[src/rtl/kogge_stone_subtractor_controller_if.sv]
// ---------------------------------------------------------------------------
// kogge_stone_subtractor_controller_if: operand bus, buttons and result flags
// Rev 1.0
// ---------------------------------------------------------------------------
`default_nettype none

interface kogge_stone_subtractor_controller_if #(
  parameter int WIDTH = 8
);
  logic [WIDTH-1:0] in;
  logic             store_A;
  logic             store_B;
  logic [WIDTH-1:0] out;
  logic             bout;
  logic             ovf;
  logic             zero;
  logic             valid;

  modport master (
    output in, store_A, store_B,
    input  out, bout, ovf, zero, valid
  );

  modport slave (
    input  in, store_A, store_B,
    output out, bout, ovf, zero, valid
  );
endinterface

`default_nettype wire

[src/rtl/kogge_stone_subtractor_controller.sv]
// ---------------------------------------------------------------------------
// kogge_stone_subtractor_controller: button-sequenced registered A - B unit
// Rev 1.0
// ---------------------------------------------------------------------------
`default_nettype none

module kogge_stone_adder #(
  parameter int WIDTH = 8
) (
  input  wire logic [WIDTH-1:0] a,
  input  wire logic [WIDTH-1:0] b,
  input  wire logic             cin,
  output logic      [WIDTH-1:0] sum,
  output logic                  cout
);
  localparam int LEVELS = $clog2(WIDTH);

  logic [WIDTH-1:0] prop;
  logic [WIDTH-1:0] g_cur;
  logic [WIDTH-1:0] p_cur;
  logic [WIDTH-1:0] g_nxt;
  logic [WIDTH-1:0] p_nxt;

  assign prop = a ^ b;

  // cin is folded into bit 0's generate, so after the last prefix level
  // g_cur[i] is the carry out of bit i
  always_comb begin
    g_cur    = a & b;
    p_cur    = prop;
    g_cur[0] = g_cur[0] | (p_cur[0] & cin);
    g_nxt    = '0;
    p_nxt    = '0;
    for (int l = 0; l < LEVELS; l++) begin
      g_nxt = g_cur;
      p_nxt = p_cur;
      for (int i = (1 << l); i < WIDTH; i++) begin
        g_nxt[i] = g_cur[i] | (p_cur[i] & g_cur[i - (1 << l)]);
        p_nxt[i] = p_cur[i] & p_cur[i - (1 << l)];
      end
      g_cur = g_nxt;
      p_cur = p_nxt;
    end
  end

  assign sum  = prop ^ {g_cur[WIDTH-2:0], cin};
  assign cout = g_cur[WIDTH-1];
endmodule

module kogge_stone_subtractor_controller #(
  parameter int WIDTH = 8
) (
  input  wire logic                                clk,
  input  wire logic                                rst,
  kogge_stone_subtractor_controller_if.slave       bus
);
  typedef enum logic [1:0] {
    EMPTY  = 2'd0,
    HAVE_A = 2'd1,
    CALC   = 2'd2,
    DONE   = 2'd3
  } state_t;

  state_t           state_q, state_d;
  logic [2:0]       sync_a_q, sync_a_d;
  logic [2:0]       sync_b_q, sync_b_d;
  logic [WIDTH-1:0] num_a_q, num_a_d;
  logic [WIDTH-1:0] num_b_q, num_b_d;
  logic [WIDTH-1:0] out_q, out_d;
  logic             bout_q, bout_d;
  logic             ovf_q, ovf_d;
  logic             zero_q, zero_d;
  logic             valid_q, valid_d;

  logic             load_a;
  logic             load_b;
  logic [WIDTH-1:0] diff;
  logic             carry;

  kogge_stone_adder #(.WIDTH(WIDTH)) u_adder (
    .a    (num_a_q),
    .b    (~num_b_q),
    .cin  (1'b1),
    .sum  (diff),
    .cout (carry)
  );

  // bit0/bit1 synchronise, bit2 is the delayed copy used for edge detection
  assign sync_a_d = {sync_a_q[1:0], bus.store_A};
  assign sync_b_d = {sync_b_q[1:0], bus.store_B};
  assign load_a   = sync_a_q[1] & ~sync_a_q[2];
  assign load_b   = sync_b_q[1] & ~sync_b_q[2];

  always_comb begin
    state_d = state_q;
    num_a_d = num_a_q;
    num_b_d = num_b_q;
    out_d   = out_q;
    bout_d  = bout_q;
    ovf_d   = ovf_q;
    zero_d  = zero_q;
    valid_d = valid_q;

    if (state_q == CALC && !load_a) begin
      out_d   = diff;
      bout_d  = ~carry;
      ovf_d   = (num_a_q[WIDTH-1] != num_b_q[WIDTH-1]) &&
                (diff[WIDTH-1] != num_a_q[WIDTH-1]);
      zero_d  = (diff == '0);
      valid_d = 1'b1;
      state_d = DONE;
    end

    // A press always wins the next state; a lone B press is dropped in EMPTY
    if (load_a && load_b) begin
      num_a_d = bus.in;
      num_b_d = bus.in;
      valid_d = 1'b0;
      state_d = CALC;
    end else if (load_a) begin
      num_a_d = bus.in;
      valid_d = 1'b0;
      state_d = HAVE_A;
    end else if (load_b && state_q != EMPTY) begin
      num_b_d = bus.in;
      state_d = CALC;
    end
  end

  always_ff @(posedge clk or posedge rst) begin
    if (rst) begin
      state_q  <= EMPTY;
      sync_a_q <= '0;
      sync_b_q <= '0;
      num_a_q  <= '0;
      num_b_q  <= '0;
      out_q    <= '0;
      bout_q   <= 1'b0;
      ovf_q    <= 1'b0;
      zero_q   <= 1'b0;
      valid_q  <= 1'b0;
    end else begin
      state_q  <= state_d;
      sync_a_q <= sync_a_d;
      sync_b_q <= sync_b_d;
      num_a_q  <= num_a_d;
      num_b_q  <= num_b_d;
      out_q    <= out_d;
      bout_q   <= bout_d;
      ovf_q    <= ovf_d;
      zero_q   <= zero_d;
      valid_q  <= valid_d;
    end
  end

  assign bus.out   = out_q;
  assign bus.bout  = bout_q;
  assign bus.ovf   = ovf_q;
  assign bus.zero  = zero_q;
  assign bus.valid = valid_q;
endmodule

`default_nettype wire

[src/flat_wrapper.sv]
// flat-port wrapper written by rule: the top's interface ports become plain ports
module kogge_stone_subtractor_controller_flat 
#(
  parameter int WIDTH = 8
)
  (clk, rst, bus_in, bus_store_A, bus_store_B, bus_out, bus_bout, bus_ovf, bus_zero, bus_valid);
  kogge_stone_subtractor_controller_if #(.WIDTH(WIDTH)) bus_i ();
  input  wire logic clk;
  input  wire logic rst;
  input wire logic [$bits(bus_i.in)-1:0] bus_in;
  input wire logic [$bits(bus_i.store_A)-1:0] bus_store_A;
  input wire logic [$bits(bus_i.store_B)-1:0] bus_store_B;
  output wire logic [$bits(bus_i.out)-1:0] bus_out;
  output wire logic [$bits(bus_i.bout)-1:0] bus_bout;
  output wire logic [$bits(bus_i.ovf)-1:0] bus_ovf;
  output wire logic [$bits(bus_i.zero)-1:0] bus_zero;
  output wire logic [$bits(bus_i.valid)-1:0] bus_valid;
  assign bus_i.in = bus_in;
  assign bus_i.store_A = bus_store_A;
  assign bus_i.store_B = bus_store_B;
  assign bus_out = bus_i.out;
  assign bus_bout = bus_i.bout;
  assign bus_ovf = bus_i.ovf;
  assign bus_zero = bus_i.zero;
  assign bus_valid = bus_i.valid;
  kogge_stone_subtractor_controller #(.WIDTH(WIDTH)) u_core (.clk(clk), .rst(rst), .bus(bus_i));
endmodule
[config.mk]
export PLATFORM = sky130hd
export DESIGN_NAME = kogge_stone_subtractor_controller_flat
export DESIGN_NICKNAME = d
export VERILOG_FILES = /design/src/rtl/kogge_stone_subtractor_controller_if.sv /design/src/rtl/kogge_stone_subtractor_controller.sv /design/src/flat_wrapper.sv
export SDC_FILE = /design/constraint.sdc
export NUM_CORES = 1
export LEC_CHECK = 0
export CAP_MARGIN = 0
export CORE_MARGIN = 5
export CORE_UTILIZATION = 38
export DETAILED_ROUTE_END_ITERATION = 16
export GPL_TIMING_DRIVEN = 0
export SYNTH_ARGS = -nofsm -noshare
export SYNTH_HDL_FRONTEND = slang
export SYNTH_SLANG_ARGS = --single-unit
[constraint.sdc]
create_clock -name clk -period 3.3 [get_ports clk]
set_input_delay 0.33 -clock clk [delete_from_list [all_inputs] [get_ports clk]]
set_output_delay 0.33 -clock clk [all_outputs]
set_load 0.1 [all_outputs]
==> impl_metrics.env, run 1 <==
export IMPL_rsz0062_at_grt="no"
export IMPL_firstDrtPassIters=4
export IMPL_layout_drive_gt1_share_pct=15.0
export IMPL_syn_mean_instance_area_um2=11.7
export IMPL_fin_tns_setup_ns=0
export IMPL_drt_iter0_markers=85
export IMPL_htreeDepth=2
export IMPL_grt_max_degree=37
export IMPL_p_int_uw=983
export IMPL_critPathBufInv=2
export IMPL_fin_nets=194
export IMPL_drv_cap=0
export IMPL_setup_violations=0
export IMPL_cts_root_buffer="clkbuf_8"
export IMPL_maxSlewViolCount=0
export IMPL_clk_pin_slew_worst_paths_ns=0.06
export IMPL_rr_worst_depth=9
export IMPL_comb_power_share_pct=53.6
export IMPL_vias_per_cell=4.98
export IMPL_cts_repair_resized=0
export IMPL_start_util_pct=38.7
export IMPL_dp_cells=218
export IMPL_hpwl_um=2350
export IMPL_wl_um=3040
export IMPL_leakagePower_nw=0.906
export IMPL_cts_tree="done"
export IMPL_regArea_um2=901
export IMPL_crit_family="compound AO/OA/AOI/OAI gates"
export IMPL_diodes=0
export IMPL_setup_ws_ns=0.820
export IMPL_finClkSkew_ns=0.00442
export IMPL_synth_area_um2=1670
export IMPL_drc=0
export IMPL_syn_inst=143
export IMPL_multi_input_area_um2=708
export IMPL_route_vias_total=1121
export IMPL_ios=24
export IMPL_antenna_found_initial=0
export IMPL_postCtsSetupRepairBufs=0
export IMPL_status="finished clean"
export IMPL_ir_drop_mv=0.409
export IMPL_grtUsageTotal_pct=11.9
export IMPL_timing_rr_end="u_core.bus.zero"
export IMPL_fmax_mhz=403
export IMPL_p_switching_uw=905
export IMPL_synthToLayoutAreaGrowth_pct=22.3
export IMPL_max_stage_delay_ns=0.48
export IMPL_p_seq_share_pct=31.5
export IMPL_path_cells="inv_1 -> ha_1 -> inv_1 -> fa_1 -> a211oi_1 -> o21ai_0 -> a211oi_1 -> a2111oi_1 -> a32o_1"
export IMPL_tightest_slew_ns=0.967
export IMPL_rows=24
export IMPL_cp_data_arrival_time_ns=2.65
export IMPL_io_buffers=23
export IMPL_hold_slack_ns=0.354
export IMPL_path_depth=9
export IMPL_maxSlewHeadroom_pct=35.3
export IMPL_grt_overflow=0
export IMPL_die_area_um2=5830
export IMPL_grt_pass1_vias=1247
export IMPL_start_kind="register"
export IMPL_rrSetupSlack_ns=0.82
export IMPL_syn_nets=164
export IMPL_hold_violations=0
export IMPL_fin_crit_sh_pct=75.2
export IMPL_fillers=407
export IMPL_worstSetupStartpoint="u_core.num_a_q[0]"
export IMPL_numCtsBuffers=5
export IMPL_fin_cells=225
export IMPL_final_util_pct=47.3
export IMPL_cts_max_path_buffers=2
export IMPL_ant_nets=0
export IMPL_r2r_start="u_core.num_a_q[0]"
export IMPL_dp_slack_ns=0.825
export IMPL_fp_dieH_um=76.4
export IMPL_p_per_area_nw_per_um2=923
export IMPL_wl_per_cell_um=13.5
export IMPL_yosys_cell_types_count=34
export IMPL_cts_hold_buf=0
export IMPL_worstSetupPathType="register to register"
export IMPL_cts_sinks=36
export IMPL_clkLatencyLatePin_ns=0.28
export IMPL_yosys_warnings=0
export IMPL_grt_pass1_wl_um=5600
export IMPL_switching_share_pct=47.9
export IMPL_cp_end_kind="register"
export IMPL_p_clk_share_pct=15.0
export IMPL_fp_coreArea_um2=4320
export IMPL_place_congestion=0.826
export IMPL_synth_seq_area_share_pct=53.8
export IMPL_cp_endpoint="u_core.bus.zero"
export IMPL_worst_path_max_delay_cell="fa_1"
export IMPL_die_w_um=76.4
export IMPL_crit_required_ns=3.47
export IMPL_period_minus_slack_ns=2.48
export IMPL_cp_max_fo=3
export IMPL_synth_seq_cells=36
export IMPL_hold_class="register to register"
worst register-to-register path: cells and delay by family (launching register included):
kind | cells | cell delay (ns)
flops | 1 | 0.38
compound gates | 5 | 1.17
fa+ha+maj | 2 | 0.68
buf+inv | 2 | 0.14
synthesized netlist by cell type, drive strengths merged:
cell | number | area, µm²
a32o | 1 | 10.0
o311a | 1 | 10.0
buf | 1 | 5.00
nor2b | 2 | 20.0
a21o | 3 | 22.5
o31ai | 2 | 28.8
mux2 | 13 | 146
inv | 14 | 52.6
a311oi | 1 | 8.76
or4b | 1 | 10.0
or2b | 1 | 8.76
clkbuf | 2 | 7.51
nor4 | 1 | 6.26
or3b | 1 | 8.76
a211oi | 2 | 15.0
nor3b | 2 | 20.0
o21ai | 15 | 75.1
xnor2 | 4 | 35.0
a2bb2oi | 1 | 8.76
ha | 8 | 100
dfrtp | 36 | 901
nand2 | 16 | 60.1
nand3b | 2 | 18.8
o21a | 2 | 15.0
a2111oi | 1 | 10.0
a21oi | 4 | 20.0
fa | 1 | 20.0
nor2 | 1 | 3.75
nor3 | 3 | 15.0
nand4bb | 1 | 11.3
routing by layer:
metal	GRT usage (%)	up-vias	routed length, µm
li1	-	556	-
met1	14.2	535	1350
met2	18.9	22	1450
met3	4.02	8	167
met4	6.29	0	65
met5	0	-	0
cell usage in the layout, fill, tap and decap left out, types with 2 or more instances in the layout:
cell / instances
inv_1: 13
dfrtp_1: 36
ha_1: 8
clkbuf_8: 5
a21oi_1: 4
mux2_2: 13
o21ai_0: 15
nor3_1: 3
clkbuf_1: 3
a211oi_1: 2
nand2_1: 16
clkdlybuf4s50_1: 23
xnor2_1: 4
a21o_1: 3
o21a_1: 2
kinds of logic after synthesis:
logic type	count (synthesis)	share of synthesized area [%]
flip-flops	36	53.8
XOR/XNOR	4	2.09
multiplexers	13	8.74
adder cells (fa/ha/maj)	9	7.18
buffers and inverters	17	3.89
AND/OR/NAND/NOR	31	10.9
AO/OA/AOI/OAI	33	13.4
cell type report:
class / count / share of cell area [%]
Buffer: 3 / 0.611
Inverter: 14 / 2.57
Sequential cell: 36 / 44.0
Clock inverter: 1 / 0.244
Timing Repair Buffer: 23 / 11.2
Multi-Input combinational cell: 90 / 34.6
Clock buffer: 6 / 3.55
Tap cell: 52 / 3.18
power by group through the flow:
stage          clock [mW]  combinational, mW  sequential (mW)
4_1_cts             0.294               1.02            0.597
5_1_grt             0.316               1.07            0.610
3_5_place_dp            0               1.01            0.606
6_report            0.282               1.01            0.594
3_3_place_gp            0              0.999            0.597
2_1_floorplan           0              0.322             1.07
worst min path at each step:
stage,startpoint,cells past startpoint,slack [ns],endpoint
floorplan,u_core.sync_a_q[0],0,0.33,u_core.sync_a_q[1]
global placement,u_core.sync_a_q[0],0,0.33,u_core.sync_a_q[1]
detailed placement,u_core.sync_b_q[0],0,0.34,u_core.sync_b_q[1]
CTS,u_core.sync_a_q[0],0,0.36,u_core.sync_a_q[1]
global route,u_core.sync_a_q[0],0,0.36,u_core.sync_a_q[1]
finish,u_core.sync_a_q[0],0,0.35,u_core.sync_a_q[1]
registers in the layout, summed over array words and instances (netlist names):
register	count
u_core.sync_a_q	3
u_core.num_b_q	8
u_core.bus.valid	1
u_core.state_q	2
u_core.bus.ovf	1
u_core.bus.bout	1
u_core.num_a_q	8
u_core.bus.zero	1
u_core.sync_b_q	3
u_core.bus.out	8
through the flow:
step / total power [mW] / cell area [µm²]
2_1_floorplan: 1.39 / 1670
3_3_place_gp: 1.60 / 1970
3_5_place_dp: 1.62 / 1970
4_1_cts: 1.91 / 2050
5_1_grt: 2.00 / 2050
6_report: 1.89 / 2050
Note: power is estimated with default switching activity, not from simulation.
==> inputs of run 2 (changes only) <==
clock period = 2.3 ns   (was 3.3 ns; I/O delays follow)
==> run 2 against run 1 <==
Against the previous run:
- total power up 47%
- highest routed layer unchanged
- first-iteration DRC count down 3.5%
- maximum frequency is 14% higher
- sequential power is 44% higher
- core utilization is 0.90 points higher
- hold slack is essentially flat
- wire length up 1.6%
- sequential share of layout area shrank 0.82 points
- global-route usage stayed put
- non-clock buffer count increased by 1
- register-to-register slack worse by 0.69 ns
==> impl_metrics.env, run 2 (synthesized netlist as in run 1, its figures left out) <==
export IMPL_cts_max_path_buffers=2
export IMPL_grt_overflow=0
export IMPL_dp_slack_ns=-0.175
export IMPL_layout_commonest_cell="dfrtp_1"
export IMPL_finClkSkew_ns=0.00364
export IMPL_p_per_area_nw_per_um2=1330
export IMPL_placed_area_um2=1970
export IMPL_diodes=0
export IMPL_fin_crit_sh_pct=94.2
export IMPL_routedLengthMet1_um=1420
export IMPL_start_util_pct=38.7
export IMPL_wl_met2_um=1440
export IMPL_drc=0
export IMPL_hold_class="register to register"
export IMPL_rows=24
export IMPL_io_buffers=23
export IMPL_cts_root_buffer="clkbuf_8"
export IMPL_clkLatencyLatePin_ns=0.28
export IMPL_antenna_found_initial=0
export IMPL_period_minus_slack_ns=2.17
export IMPL_ant_nets=0
export IMPL_place_congestion=0.826
export IMPL_leakagePower_nw=0.913
export IMPL_route_vias_total=1142
export IMPL_numCtsBuffers=5
export IMPL_grt_max_degree=37
export IMPL_design_area_um2=2090
export IMPL_firstDrtPassIters=4
export IMPL_cp_max_fo=3
export IMPL_routed_top_layer="met4"
export IMPL_setup_ws_ns=0.133
export IMPL_fp_coreArea_um2=4320
export IMPL_die_area_um2=5830
export IMPL_layout_drive_gt1_share_pct=19.0
export IMPL_clk_pin_slew_worst_paths_ns=0.07
export IMPL_htreeDepth=2
export IMPL_final_cell_mix="dfrtp_1 (36), clkdlybuf4s50_1 (23), nand2_1 (16)"
export IMPL_start_kind="register"
export IMPL_maxSlewViolCount=0
export IMPL_cp_data_arrival_time_ns=2.39
export IMPL_cts_hold_buf=0
export IMPL_tightest_slew_ns=0.967
export IMPL_cp_end_kind="register"
export IMPL_fin_total_pwr_mw=2.77
export IMPL_wl_um=3090
export IMPL_cts_tree="done"
export IMPL_worstSetupPathType="register to register"
export IMPL_fmax_mhz=461
export IMPL_grt_pass1_vias=1255
export IMPL_fin_nets=195
export IMPL_wl_per_cell_um=13.7
export IMPL_die_w_um=76.4
export IMPL_maxSlewHeadroom_pct=35.3
export IMPL_drv_cap=0
export IMPL_ir_drop_mv=0.588
export IMPL_cts_sinks=36
export IMPL_grtUsageTotal_pct=11.9
export IMPL_hpwl_um=2350
export IMPL_status="finished clean"
export IMPL_hold_violations=0
export IMPL_synthToLayoutAreaGrowth_pct=24.6
export IMPL_met3_length_um=177
export IMPL_ios=24
export IMPL_fp_dieH_um=76.4
export IMPL_grt_pass1_wl_um=5600
export IMPL_crit_required_ns=2.52
export IMPL_drt_iter0_markers=82
export IMPL_vias_per_cell=5.05
export IMPL_setup_violations=0
==> run 2: per-layer routing <==
metal,vias to the layer above,GRT usage [%]
li1,560,-
met1,545,14.3
met2,32,18.6
met3,5,4.02
met4,0,6.82
met5,-,0
==> run 2: cell type report <==
class	count	area, µm²
clock inverters	1	5.00
clock buffers	6	72.6
multi-input cells	90	739
well taps	52	65.1
flip-flops and latches	36	901
repair buffers	24	238
fillers	407	2240
inverters	14	52.6
plain buffers	3	12.5
==> run 2: stage by stage <==
stage / utilization [%] / setup TNS, ns / cells / hold WS, ns
after detailed placement: 45.5 / -0.175 / 218 / 0.337
final: 48.2 / 0 / 226 / 0.354
after global placement: 45.5 / -0.160 / 218 / 0.333
after floorplan: - / 0 / 143 / 0.261
after CTS: 47.9 / 0 / 226 / 0.358
after global routing: 48.2 / -0.000209 / 226 / 0.360
==> run 2: worst paths after layout <==
path,start,endpoint,slack (ns),cells after the start
worst max-delay path,u_core.num_a_q[0],u_core.bus.zero,0.13,9
worst min register to register,u_core.sync_a_q[0],u_core.sync_a_q[1],0.35,0
worst min-delay path,u_core.sync_a_q[0],u_core.sync_a_q[1],0.35,0
worst max register to register,u_core.num_a_q[0],u_core.bus.zero,0.13,9
max in group asynchronous,rst,u_core.num_b_q[6],1.45,2
min in group asynchronous,rst,u_core.sync_a_q[0],0.38,2
==> run 2: timing repair <==
item,4_1_cts,5_1_grt
setup buffers,1,0
cloned,0,0
setup endpoints to repair,2,2
pin swaps,1,5
gates resized for setup,5,3
==> run 2: report_power, final <==
group / internal [mW] / leakage (nW) / total, mW / switching [mW]
Clock: 0.205 / 0.0410 / 0.408 / 0.203
Combinational: 0.454 / 0.440 / 1.51 / 1.06
Sequential: 0.782 / 0.432 / 0.853 / 0.0713
==> run 2: worst max-delay path, stage by stage (launching register included) <==
cell and delay [ns]:
dfrtp_1 0.38, inv_1 0.06, ha_2 0.20, inv_1 0.06
fa_2 0.38, a211oi_4 0.25, o21a_1 0.16, a211oi_2 0.06
a2111oi_2 0.35, a32o_1 0.20
